## src/rtl/handshake_sync_bank_if.sv

```systemverilog
// Ready/accept handshake bundle for handshake_sync_bank: async levels in, synchronised status out.
// master drives the asynchronous levels and limit; slave is the synchroniser bank.
interface handshake_sync_bank_if #(
  parameter int NUM_CH    = 4,
  parameter int TIMEOUT_W = 8
);
  logic [NUM_CH-1:0]    rdy_in;
  logic [NUM_CH-1:0]    acpt_in;
  logic [TIMEOUT_W-1:0] timeout_limit;
  logic [NUM_CH-1:0]    rdy_out;
  logic [NUM_CH-1:0]    acpt_pulse;
  logic [NUM_CH-1:0]    busy;
  logic [NUM_CH-1:0]    timeout;
  logic [NUM_CH-1:0]    stray_acpt;

  modport master (
    output rdy_in, acpt_in, timeout_limit,
    input  rdy_out, acpt_pulse, busy, timeout, stray_acpt
  );

  modport slave (
    input  rdy_in, acpt_in, timeout_limit,
    output rdy_out, acpt_pulse, busy, timeout, stray_acpt
  );
endinterface

```

## src/rtl/handshake_sync_bank.sv

```systemverilog
// Per-channel ready/accept synchroniser with IDLE/WAIT/TOUT transaction supervision.
// Latency: SYNC_STAGES edges from input sample to busy/pulse; no backpressure, every event is reported.
module handshake_sync_bank #(
  parameter int NUM_CH      = 4,
  parameter int SYNC_STAGES = 2,
  parameter int PULSE_MODE  = 0,
  parameter int TIMEOUT_W   = 8
) (
  input logic                  clk,
  input logic                  rst,
  handshake_sync_bank_if.slave bus
);
  localparam logic [1:0] ST_IDLE = 2'd0;
  localparam logic [1:0] ST_WAIT = 2'd1;
  localparam logic [1:0] ST_TOUT = 2'd2;

  for (genvar c = 0; c < NUM_CH; c++) begin : g_ch
    logic [SYNC_STAGES-1:0] rs;
    logic [SYNC_STAGES-1:0] as;
    logic                   rs_d;
    logic                   as_d;
    logic                   pulse_q;
    logic                   stray_q;
    logic [1:0]             state;
    logic [TIMEOUT_W-1:0]   cnt;
    logic                   rs_last;
    logic                   as_last;
    logic                   rdy_rise;
    logic                   rdy_fall;
    logic                   acpt_ev;
    logic                   limit_hit;

    assign rs_last  = rs[SYNC_STAGES-1];
    assign as_last  = as[SYNC_STAGES-1];
    assign rdy_rise = rs_last & ~rs_d;
    assign rdy_fall = ~rs_last & rs_d;

    if (PULSE_MODE == 2) begin : g_both
      assign acpt_ev = as_last ^ as_d;
    end else if (PULSE_MODE == 1) begin : g_fall
      assign acpt_ev = ~as_last & as_d;
    end else begin : g_rise
      assign acpt_ev = as_last & ~as_d;
    end

    // Limit is read live, so a change during WAIT applies at the next compare.
    assign limit_hit = (bus.timeout_limit != '0) &&
                       (cnt == bus.timeout_limit - TIMEOUT_W'(1));

    always_ff @(posedge clk) begin
      if (rst) begin
        rs      <= '0;
        as      <= '0;
        rs_d    <= 1'b0;
        as_d    <= 1'b0;
        pulse_q <= 1'b0;
        stray_q <= 1'b0;
        state   <= ST_IDLE;
        cnt     <= '0;
      end else begin
        rs      <= {rs[SYNC_STAGES-2:0], bus.rdy_in[c]};
        as      <= {as[SYNC_STAGES-2:0], bus.acpt_in[c]};
        rs_d    <= rs_last;
        as_d    <= as_last;
        pulse_q <= acpt_ev;
        stray_q <= acpt_ev & (state != ST_WAIT);
        case (state)
          ST_IDLE: begin
            if (rdy_rise) begin
              state <= ST_WAIT;
              cnt   <= '0;
            end
          end
          ST_WAIT: begin
            if (cnt != '1) cnt <= cnt + TIMEOUT_W'(1);
            // Accept wins over abort, abort wins over timeout.
            if (acpt_ev || rdy_fall) state <= ST_IDLE;
            else if (limit_hit)      state <= ST_TOUT;
          end
          ST_TOUT: begin
            if (!rs_last) state <= ST_IDLE;
          end
          default: state <= ST_IDLE;
        endcase
      end
    end

    assign bus.rdy_out[c]    = rs_last;
    assign bus.acpt_pulse[c] = pulse_q;
    assign bus.stray_acpt[c] = stray_q;
    assign bus.busy[c]       = (state == ST_WAIT);
    assign bus.timeout[c]    = (state == ST_TOUT);
  end
endmodule

```

## src/flat_wrapper.sv

```systemverilog
// flat-port wrapper written by rule: the top's interface ports become plain ports
module handshake_sync_bank_flat 
#(
  parameter int NUM_CH      = 4,
  parameter int SYNC_STAGES = 2,
  parameter int PULSE_MODE  = 0,
  parameter int TIMEOUT_W   = 8
)
  (clk, rst, bus_rdy_in, bus_acpt_in, bus_timeout_limit, bus_rdy_out, bus_acpt_pulse, bus_busy, bus_timeout, bus_stray_acpt);
  handshake_sync_bank_if #(.NUM_CH(NUM_CH), .TIMEOUT_W(TIMEOUT_W)) bus_i ();
  input logic clk;
  input logic rst;
  input wire logic [$bits(bus_i.rdy_in)-1:0] bus_rdy_in;
  input wire logic [$bits(bus_i.acpt_in)-1:0] bus_acpt_in;
  input wire logic [$bits(bus_i.timeout_limit)-1:0] bus_timeout_limit;
  output wire logic [$bits(bus_i.rdy_out)-1:0] bus_rdy_out;
  output wire logic [$bits(bus_i.acpt_pulse)-1:0] bus_acpt_pulse;
  output wire logic [$bits(bus_i.busy)-1:0] bus_busy;
  output wire logic [$bits(bus_i.timeout)-1:0] bus_timeout;
  output wire logic [$bits(bus_i.stray_acpt)-1:0] bus_stray_acpt;
  assign bus_i.rdy_in = bus_rdy_in;
  assign bus_i.acpt_in = bus_acpt_in;
  assign bus_i.timeout_limit = bus_timeout_limit;
  assign bus_rdy_out = bus_i.rdy_out;
  assign bus_acpt_pulse = bus_i.acpt_pulse;
  assign bus_busy = bus_i.busy;
  assign bus_timeout = bus_i.timeout;
  assign bus_stray_acpt = bus_i.stray_acpt;
  handshake_sync_bank #(.NUM_CH(NUM_CH), .SYNC_STAGES(SYNC_STAGES), .PULSE_MODE(PULSE_MODE), .TIMEOUT_W(TIMEOUT_W)) u_core (.clk(clk), .rst(rst), .bus(bus_i));
endmodule
```

## config.mk

```make
export PLATFORM = sky130hd
export DESIGN_NAME = handshake_sync_bank_flat
export DESIGN_NICKNAME = d
export VERILOG_FILES = /design/src/rtl/handshake_sync_bank_if.sv /design/src/rtl/handshake_sync_bank.sv /design/src/flat_wrapper.sv
export SDC_FILE = /design/constraint.sdc
export NUM_CORES = 1
export LEC_CHECK = 0
export BUFFER_PORTS_ARGS = -buffer_cell sky130_fd_sc_hd__buf_2
export CAP_MARGIN = 25
export CORE_UTILIZATION = 45
export DETAILED_ROUTE_END_ITERATION = 12
export PLACE_DENSITY_LB_ADDON = 0.15
export SLEW_MARGIN = 10
export SYNTH_ARGS = -nofsm -noshare
export SYNTH_HDL_FRONTEND = slang
export SYNTH_SLANG_ARGS = --single-unit
export TNS_END_PERCENT = 10
```

## constraint.sdc

```tcl
create_clock -name clk -period 2.75 [get_ports clk]
set_clock_uncertainty 0.1 [all_clocks]
set_input_delay 0.1375 -clock clk [delete_from_list [all_inputs] [get_ports clk]]
set_output_delay 0.1375 -clock clk [all_outputs]
set_load 0.005 [all_outputs]
```

**After elaboration in Yosys (flattened, before gate mapping)**

Index checks and enable logic that the tools add are counted.

- Register bits after elaboration: 72
- Input port bits: 18
- Output and inout bits: 20

- Mux-type cells: 32
- Bitwise gates (word level): 28
- Add/subtract/negate cells: 5
- Eq/ne operators: 36
- Reductions and logical operators: 25

Operators with widths:

| operator | count |
|---|---|
| $mux 8 | 8 |
| $pmux 8 s2 | 4 |
| $add 8x1->8 const B | 4 |
| $eq 8x8->1 | 4 |
| $mux 2 | 16 |
| $ne 8x8->1 const B | 4 |
| $ne 2x1->1 const B | 12 |
| $pmux 2 s3 | 4 |
| $reduce_and 3->1 | 8 |
| $and 1x1->1 | 16 |
| $ne 3x1->1 const B | 4 |
| $not 1->1 | 12 |
| $eq 2x1->1 const B | 4 |
| $eq 2x2->1 const B | 4 |
| $logic_not 2->1 | 4 |
| $ne 2x2->1 const B | 4 |
| $reduce_bool 2->1 | 4 |
| $reduce_bool 8->1 | 1 |
| $sub 8x1->8 const B | 1 |
| $logic_and 1x1->1 | 4 |
| $logic_or 1x1->1 | 4 |

**Depth between registers and ports, before layout**

Gate-level depths: netlist of run 1.

- Depth in word-level cells: 6
- Mapped depth: 10
- Depth with buffers taken out: 8

**Worst setup path after synthesis of run 1**

OpenSTA, ideal clock, no wires.

- Kind: in2reg
- From: input bus_timeout_limit[0]
- To: register u_core.g_ch[1].state[0]
- Buffers on the path: 2
- Arrival: 1.864 ns
- Data required time: 2.530 ns
- Stages on the path: 10
- Setup slack: 0.666 ns
- Cell sequence: buf_6 > inv_1 > ha_1 > nor3b_2 > and2_1 > buf_2 > xnor2_2 > o211ai_1 > a211o_1 > o31a_1

- Longest elaborated chain between the ends: 5
- Elaborated cells between the ends (all ways): 6
- Those cells by class: 1 x add/sub; 2 x eq/ne; 3 x reduce/logical

RTL lines:

| element | RTL line | source |
|---|---|---|
| start: declaration | flat_wrapper.sv:15 | `input wire logic [$bits(bus_i.timeout_limit)-1:0] bus_timeout_limit;` |
| $sub 8x1->8 | handshake_sync_bank.sv:48 | `(cnt == bus.timeout_limit - TIMEOUT_W'(1));` |
| $eq 8x8->1 | handshake_sync_bank.sv:48 |  |
| $logic_and 1x1->1 (*) | handshake_sync_bank.sv:47 | `assign limit_hit = (bus.timeout_limit != '0) &&` |
| $ne 3x1->1 (no source line) (*) | - |  |
| $reduce_and 3->1 (no source line) (*) | - |  |
| end signal: assignment | handshake_sync_bank.sv:58 | `state <= ST_IDLE;` |
| end signal: assignment | handshake_sync_bank.sv:70 | `state <= ST_WAIT;` |
| end signal: assignment | handshake_sync_bank.sv:77 | `if (acpt_ev \|\| rdy_fall) state <= ST_IDLE;` |
| end: declaration | handshake_sync_bank.sv:24 | `logic [1:0] state;` |

Every way passes the cells marked *; elsewhere a longest branch is shown, timed or not.
A chain may end at the register's enable or synchronous reset.

**Worst setup path after layout of run 1**

- From: input bus_timeout_limit[0]
- To: register u_core.g_ch[1].state[1]

The elaborated chain is that of the path after synthesis.

==> results of run 1 <==
-- how the worst min path moves through the flow --
stage,end,slack [ps],cells after the start,from
after detailed placement,u_core.g_ch[1].rs[0],250,2,bus_rdy_in[1]
after floorplan,u_core.g_ch[2].as_d,120,1,rst
after global routing,u_core.g_ch[1].state[1],310,5,bus_timeout_limit[5]
after CTS,u_core.g_ch[1].state[1],270,5,bus_timeout_limit[5]
final,u_core.g_ch[2].rs_d,280,2,rst
after global placement,u_core.g_ch[1].rs[0],250,2,bus_rdy_in[1]
-- where the power goes --
group	leakage, nW	internal, W	switching, W
sequential	0.585	0.00106	0.0000156
clock	0.0821	0.000322	0.000394
combinational	0.892	0.0000874	0.000115
total	1.56	0.00147	0.000524
-- cell usage in the layout, fill, tap and decap left out, types with 5 or more instances in the layout --
master,Yosys,routed
nand2_1,26,26
dlygate4sd3_1,0,8
nand3_1,16,16
or3_1,5,5
xnor2_1,16,16
a21oi_1,20,20
nor4_1,7,7
xor2_1,23,23
nor2_1,38,38
buf_2,2,37
nor3_1,13,13
nand2b_1,10,10
nand4_1,13,13
and3_1,5,5
inv_1,14,14
ha_1,5,5
nand3b_1,5,5
nor2b_1,33,33
clkbuf_8,0,9
o21ai_0,8,8
dfxtp_1,72,72
-- state kept, by name (all words and copies together) (netlist names) --
name                 cells
u_core.g_ch.cnt         32
u_core.g_ch.as           8
u_core.g_ch.rs           8
u_core.g_ch.state        8
u_core.g_ch.as_d         4
u_core.g_ch.pulse_q      4
u_core.g_ch.rs_d         4
u_core.g_ch.stray_q      4
-- cell type report --
type / count / area share (%)
clock buffers: 10 / 3.12
clock inverters: 5 / 0.857
inverters: 14 / 1.29
multi-input cells: 312 / 49.7
flip-flops and latches: 72 / 35.3
well taps: 102 / 3.12
repair buffers: 46 / 6.67
-- worst reg2reg max path, cell delays in order (launching register included) --
cell and delay, ps:
dfxtp_1 390, ha_1 270, nand2_1 70, nor2_1 60, a41o_1 280, or2_2 340, or3_1 320, a21oi_1 140
-- through the flow --
stage / setup WS [ps] / instance area, um2 / std cells / hold WS, ps / power, W
after detailed placement: 357 / 3850 / 538 / 252 / 0.00130
after CTS: 709 / 4090 / 561 / 274 / 0.00203
after global routing: 465 / 4090 / 561 / 315 / 0.00210
final: 679 / 4090 / 561 / 277 / 0.00200
after global placement: 420 / 3850 / 538 / 247 / 0.00130
after floorplan: 666 / 3690 / 427 / 117 / 0.00125
-- per-layer routing --
metal	wire, um	vias up	global-route usage, %	part of all wire (%)
met1	3940	1415	27.3	51
met5	0	-	0	0
met4	120	0	8.72	1.5
met2	3370	52	30.3	44
met3	315	10	3.20	4.1
li1	-	1542	-	-
-- kinds of logic after synthesis --
| family | share of synthesized area, % |
|---|---|
| AOI/OAI and AO/OA | 14.5 |
| xor gates and xnor gates | 11.0 |
| adders and majority gates | 1.70 |
| buffers and inverters | 5.87 |
| DFF | 39.1 |
| muxes | 0.271 |
| and+or+nand+nor | 27.6 |
-- what timing repair did --
item | in CTS | in global routing
hold buffers | 8 | 0
resized for setup | 0 | 0
hold endpoints to repair | 8 | 0
==> results.md, run 1 <==
- Status: finished clean
- Async SR Flop Fraction: 0%
- Num ports: 38
- Antenna violations before repair: 0
- Critical path required time: ~2900 ps
- Period minus WS final: 2070 ps
- Largest net degree at the start of global routing: 52
- Post-CTS Setup Bufs: 0
- Syn_area_per_cell: between 8 and 9 um2
- Via density: approximately 5.4
- CP Max Fanout: 8
- CTS tree: yes
- Reg area: 1440 um2
- Setup_tns: 0 ps
- Clock sinks: 72
- Final HPWL DP: 5570 um
- Area Overhead vs Synth: 10.8%
- Ant diodes: 0
- R2R Setup Slk: about 730 ps
- Leak pwr: 1.56 nW
- Final setup fails: 0
- First-pass GRT wire length: 13400 um
- Critical path cell sequence: buf_2 -> inv_1 -> ha_1 -> nor3b_2 -> and2_1 -> xnor2_2 -> o211ai_1 -> a211o_1 -> o41ai_1
- Synth top cells by count: 72 x dfxtp_1, 38 x nor2_1, 33 x nor2b_1
- Synth Cell Area: ~3700 um2
- Worst Path Arrival: ~2200 ps
- Fmax: roughly 480 MHz
- Flop and latch count out of synthesis: 72
- Crit path buf inv count: 2
- Yosys Warn Count: 0
- Grt ovf: 0
- Count of different cell masters after synthesis: 60
- Layout cells sized above 1: between 10% and 20%
- Most common cell in the netlist: dfxtp_1
- Top FF cell, synth: dfxtp_1
- RSZ-0062 raised after global routing: no
- Delay-heaviest family, CP: simple AND/OR/NAND/NOR gates
- Vias in the first global route: approximately 2900
- Launch point of the worst path: bus_timeout_limit[0]
- R2R Path End: u_core.g_ch[1].cnt[5]
- Via count: around 3000
- Post-synth top area share: 39.1%
- Filler cells: 786
- Slew Viols, Final: 0
- WS Path Type: input pin to flip-flop
- Post-Syn Instances: between 400 and 500
- Final WL: around 7700 um
- Initial Utilization: between 40 and 50%
- Root buffer selected by CTS: clkbuf_8
- CTS buffer count: 9
- Worst-path clk slew: roughly 80 ps
- H-tree lvl count: 3
- Net Count, Synth: between 400 and 500
- Nets: approximately 480
- IR drop worst, VDD: 0.233 mV
- Fin crit share: between 70% and 80%
- Hold Path Class: input pin to flip-flop
- Slew HR: just over 40%
- Drt pass-1 iters: 4
- Slowest CP cell: nor3b_2
- Row count: 32
- Routability Congestion: between 0.8 and 0.9
- CP Depth: 9
- Synth area leaders: dfxtp_1 39%, nor2b_1 5.6%, xor2_1 5.5%, nor2_1 3.9%, xnor2_1 3.8%
- PD cells: 488 nW/um2
- Insertion delay of the later-clocked pin in the worst-skew pair: around 350 ps
- Core area: about 8000 um2
- Worst setup path endpoint: u_core.g_ch[1].state[1]
- CTS max path bufs: 2
- Hold Fails Final Rpt: 0
- Height of the die: a little over 90 um
- Area of the multi-input gates: 2030 um2
- PortBufs: 37
- Layout Utilization: between 50% and 60%
- Max incr delay on CP: roughly 450 ps
- Synth area leader: dfxtp_1
- Seq/Total Area, Yosys: 39.1%
- GR Util All Layers: about 20%
- Post-route DRC: 0
- Reg2Reg Depth: 7
- CP startpoint kind: input pin
- Detailed Route Iter0 Violations: between 100 and 150
- Die W: around 90 um
- Crit. End Element: flip-flop
- MaxCap Viol Count: 0
- Reg2reg start: u_core.g_ch[1].cnt[0]
- DR WL/cell: 13.8 um
- Worst-margin pin slew: ~880 ps
- Die area: roughly 8600 um2
- Post-DRT Antenna Nets: 0
- Post-synth EDFFs: 0
Power figures use the tool's default switching activity.
==> inputs of run 2 (changes only) <==
==> constraint.sdc (replaced) <==
create_clock -name clk -period 1.95 [get_ports clk]
set_clock_uncertainty 0.1 [all_clocks]
set_input_delay 0.0975 -clock clk [delete_from_list [all_inputs] [get_ports clk]]
set_output_delay 0.0975 -clock clk [all_outputs]
set_load 0.005 [all_outputs]
==> run 2 against run 1 <==
  * First-iteration DRC count shrank 8.1%
  * Critical path depth shrank 2
  * Sequential power rose by 41%
  * Utilization grew 4.8 points
  * Sequential cell count is the same
  * Clock power rose by 89%
  * Count of clock-buffer cells in the layout did not move
  * Critical path type is now flip-flop to flip-flop
  * Critical endpoint is now u_core.g_ch[1].cnt[5]
  * Largest power group unchanged
==> results.md, run 2 (synthesis gave the netlist of run 1 again) <==
- Fin area: 4470 um2
- Row count: 32
- Hold Fails Final Rpt: 0
- Insertion delay of the later-clocked pin in the worst-skew pair: about 350 ps
- Leak pwr: ~1.8 nW
- Slew Viols, Final: 0
- Int Power: approximately 0.0024 W
- Die area: between 8000 and 9000 um2
- H-tree lvl count: 3
- Height of the die: 92.6 um
- MaxCap Viol Count: 0
- Clock power frac: 42.0%
- Clock sinks: 72
- Initial Utilization: 47.0%
- Register with the most flip-flops: u_core.g_ch.cnt
- Largest net degree at the start of global routing: 40
- Sequential Power Share: about 47%
- First-pass GRT wire length: 14100 um
- Critical path cell sequence: ha_2 -> nand2_1 -> nor2_1 -> a41o_1 -> or2_4 -> or3_4 -> a21oi_2
- Root buffer selected by CTS: clkbuf_8
- Max incr delay on CP: ~330 ps
- CP startpoint kind: flip-flop
- Area Overhead vs Synth: 21.1%
- Layout cells sized above 1: a little over a fifth
- PD cells: about 720 nW/um2
- Fmax: roughly 560 MHz
- Num ports: 38
- Drt pass-1 iters: 5
- Vias in the first global route: 3016
- Nets: 516
- Placed cell area: ~4100 um2
- Number of flip-flops in the largest register: 32
- Ant diodes: 0
- Via count: 3159
- Critical path required time: 2140 ps
- Detailed Route Iter0 Violations: ~110
- Core area: a little under 8000 um2
- Final HPWL DP: 6160 um
- Post-route DRC: 0
- IR drop worst, VDD: 0.495 mV
- Routability Congestion: around 0.83
- CTS max path bufs: 2
- Worst-path clk slew: about 80 ps
- Crit. End Element: flip-flop
- Final WL: roughly 8400 um
- Crit path buf inv count: 0
- Via density: 5.27
- Worst Path Arrival: 1970 ps
- Slew HR: 60.8%
- RSZ-0062 raised after global routing: no
- DR WL/cell: between 10 and 15 um
- Die W: approximately 90 um
- Grt ovf: 0
- CTS tree: yes
- Delay-heaviest family, CP: simple AND/OR/NAND/NOR gates
- Antenna violations before repair: 0
- CP Max Fanout: 3
- Status: finished clean
- Switching portion of total power: between 20% and 30%
- Setup_tns: 0 ps
- Sw Pwr: around 0.00079 W
- PortBufs: 37
- Fin crit share: 91.6%
- Slowest CP cell: or3_4
- WS Path Type: flip-flop to flip-flop
- Commonest cells after routing, fill and taps aside: 72 x dfxtp_1, 38 x nor2_1, 38 x buf_4, 37 x buf_2, 32 x nor2b_1
- Logic pwr share: between 10% and 20%
- GR Util All Layers: between 20% and 30%
- Post-DRT Antenna Nets: 0
- Commonest non-fill, non-tap cell in the layout: dfxtp_1
- Final setup fails: 0
- Hold Path Class: input pin to flip-flop
- Worst-margin pin slew: roughly 570 ps
- Post-CTS Setup Bufs: 0
- CTS buffer count: 9
- Period minus WS final: approximately 1800 ps
## run 2: cell count changes in the layout (fill, tap and decap cells not counted), sizes merged
cell         before  now
buf              38   75
clkinv            4    2
inv              14   15
bufinv            0    2
dlygate4sd3       8    9
## run 2: what timing repair did
item                                    CTS  global route
hold endpoints to repair                 15             0
hold buffers                              9             0
endpoints found under the setup margin    0             1
gates resized for setup                   0             5
## run 2: final cells by class
| type | instances | area, um2 |
|---|---|---|
| Inverter | 14 | 52.6 |
| Multi-Input combinational cell | 312 | 2060 |
| Sequential cell | 72 | 1440 |
| Clock inverter | 6 | 90.1 |
| Timing Repair Buffer | 84 | 561 |
| Fill cell | 726 | 3380 |
| Clock buffer | 10 | 138 |
| Tap cell | 102 | 128 |
## run 2: power groups by stage
stage                     registers (W)  logic, W  clock network (W)
after floorplan                 0.00155  0.000214                  0
after global placement          0.00155  0.000326                  0
after detailed placement        0.00155  0.000330                  0
after CTS                       0.00152  0.000346            0.00138
after global routing            0.00152  0.000379            0.00145
final                           0.00152  0.000346            0.00135
## run 2: worst min-delay path, stage by stage
cell and delay (ps):
buf_2 150, o21ai_1 130, nand3_1 100, o2111ai_1 140, o41ai_1 90
## run 2: path summary, 6_finish.rpt
check | slack [ps] | from | cells past startpoint | end
worst max-delay path | 160 | u_core.g_ch[1].cnt[0] | 7 | u_core.g_ch[1].cnt[5]
worst min-delay path | 300 | bus_timeout_limit[5] | 5 | u_core.g_ch[1].state[1]
worst max register to register | 160 | u_core.g_ch[1].cnt[0] | 7 | u_core.g_ch[1].cnt[5]
worst min register to register | 330 | u_core.g_ch[2].as_d | 1 | u_core.g_ch[2].pulse_q
## run 2: per-layer routing
metal | GRT usage (%) | up-vias | part of all wire (%)
met3 | 5.17 | 6 | 3.5
met4 | 5.34 | 0 | 0.95
met1 | 27.8 | 1476 | 49
met5 | 0 | - | 0
met2 | 33.7 | 49 | 47
li1 | - | 1628 | -
## run 2: per-stage QoR
stage	worst slack (ps)	hold slack [ps]	cells	power, W	utilization [%]
after floorplan	1.19	76.6	427	0.00176	-
final	163	299	600	0.00321	56.9
after global routing	62.8	338	600	0.00335	56.9
after detailed placement	-20.5	211	575	0.00188	52.7
after CTS	81.5	287	600	0.00324	56.7
after global placement	27.3	210	575	0.00188	52.7
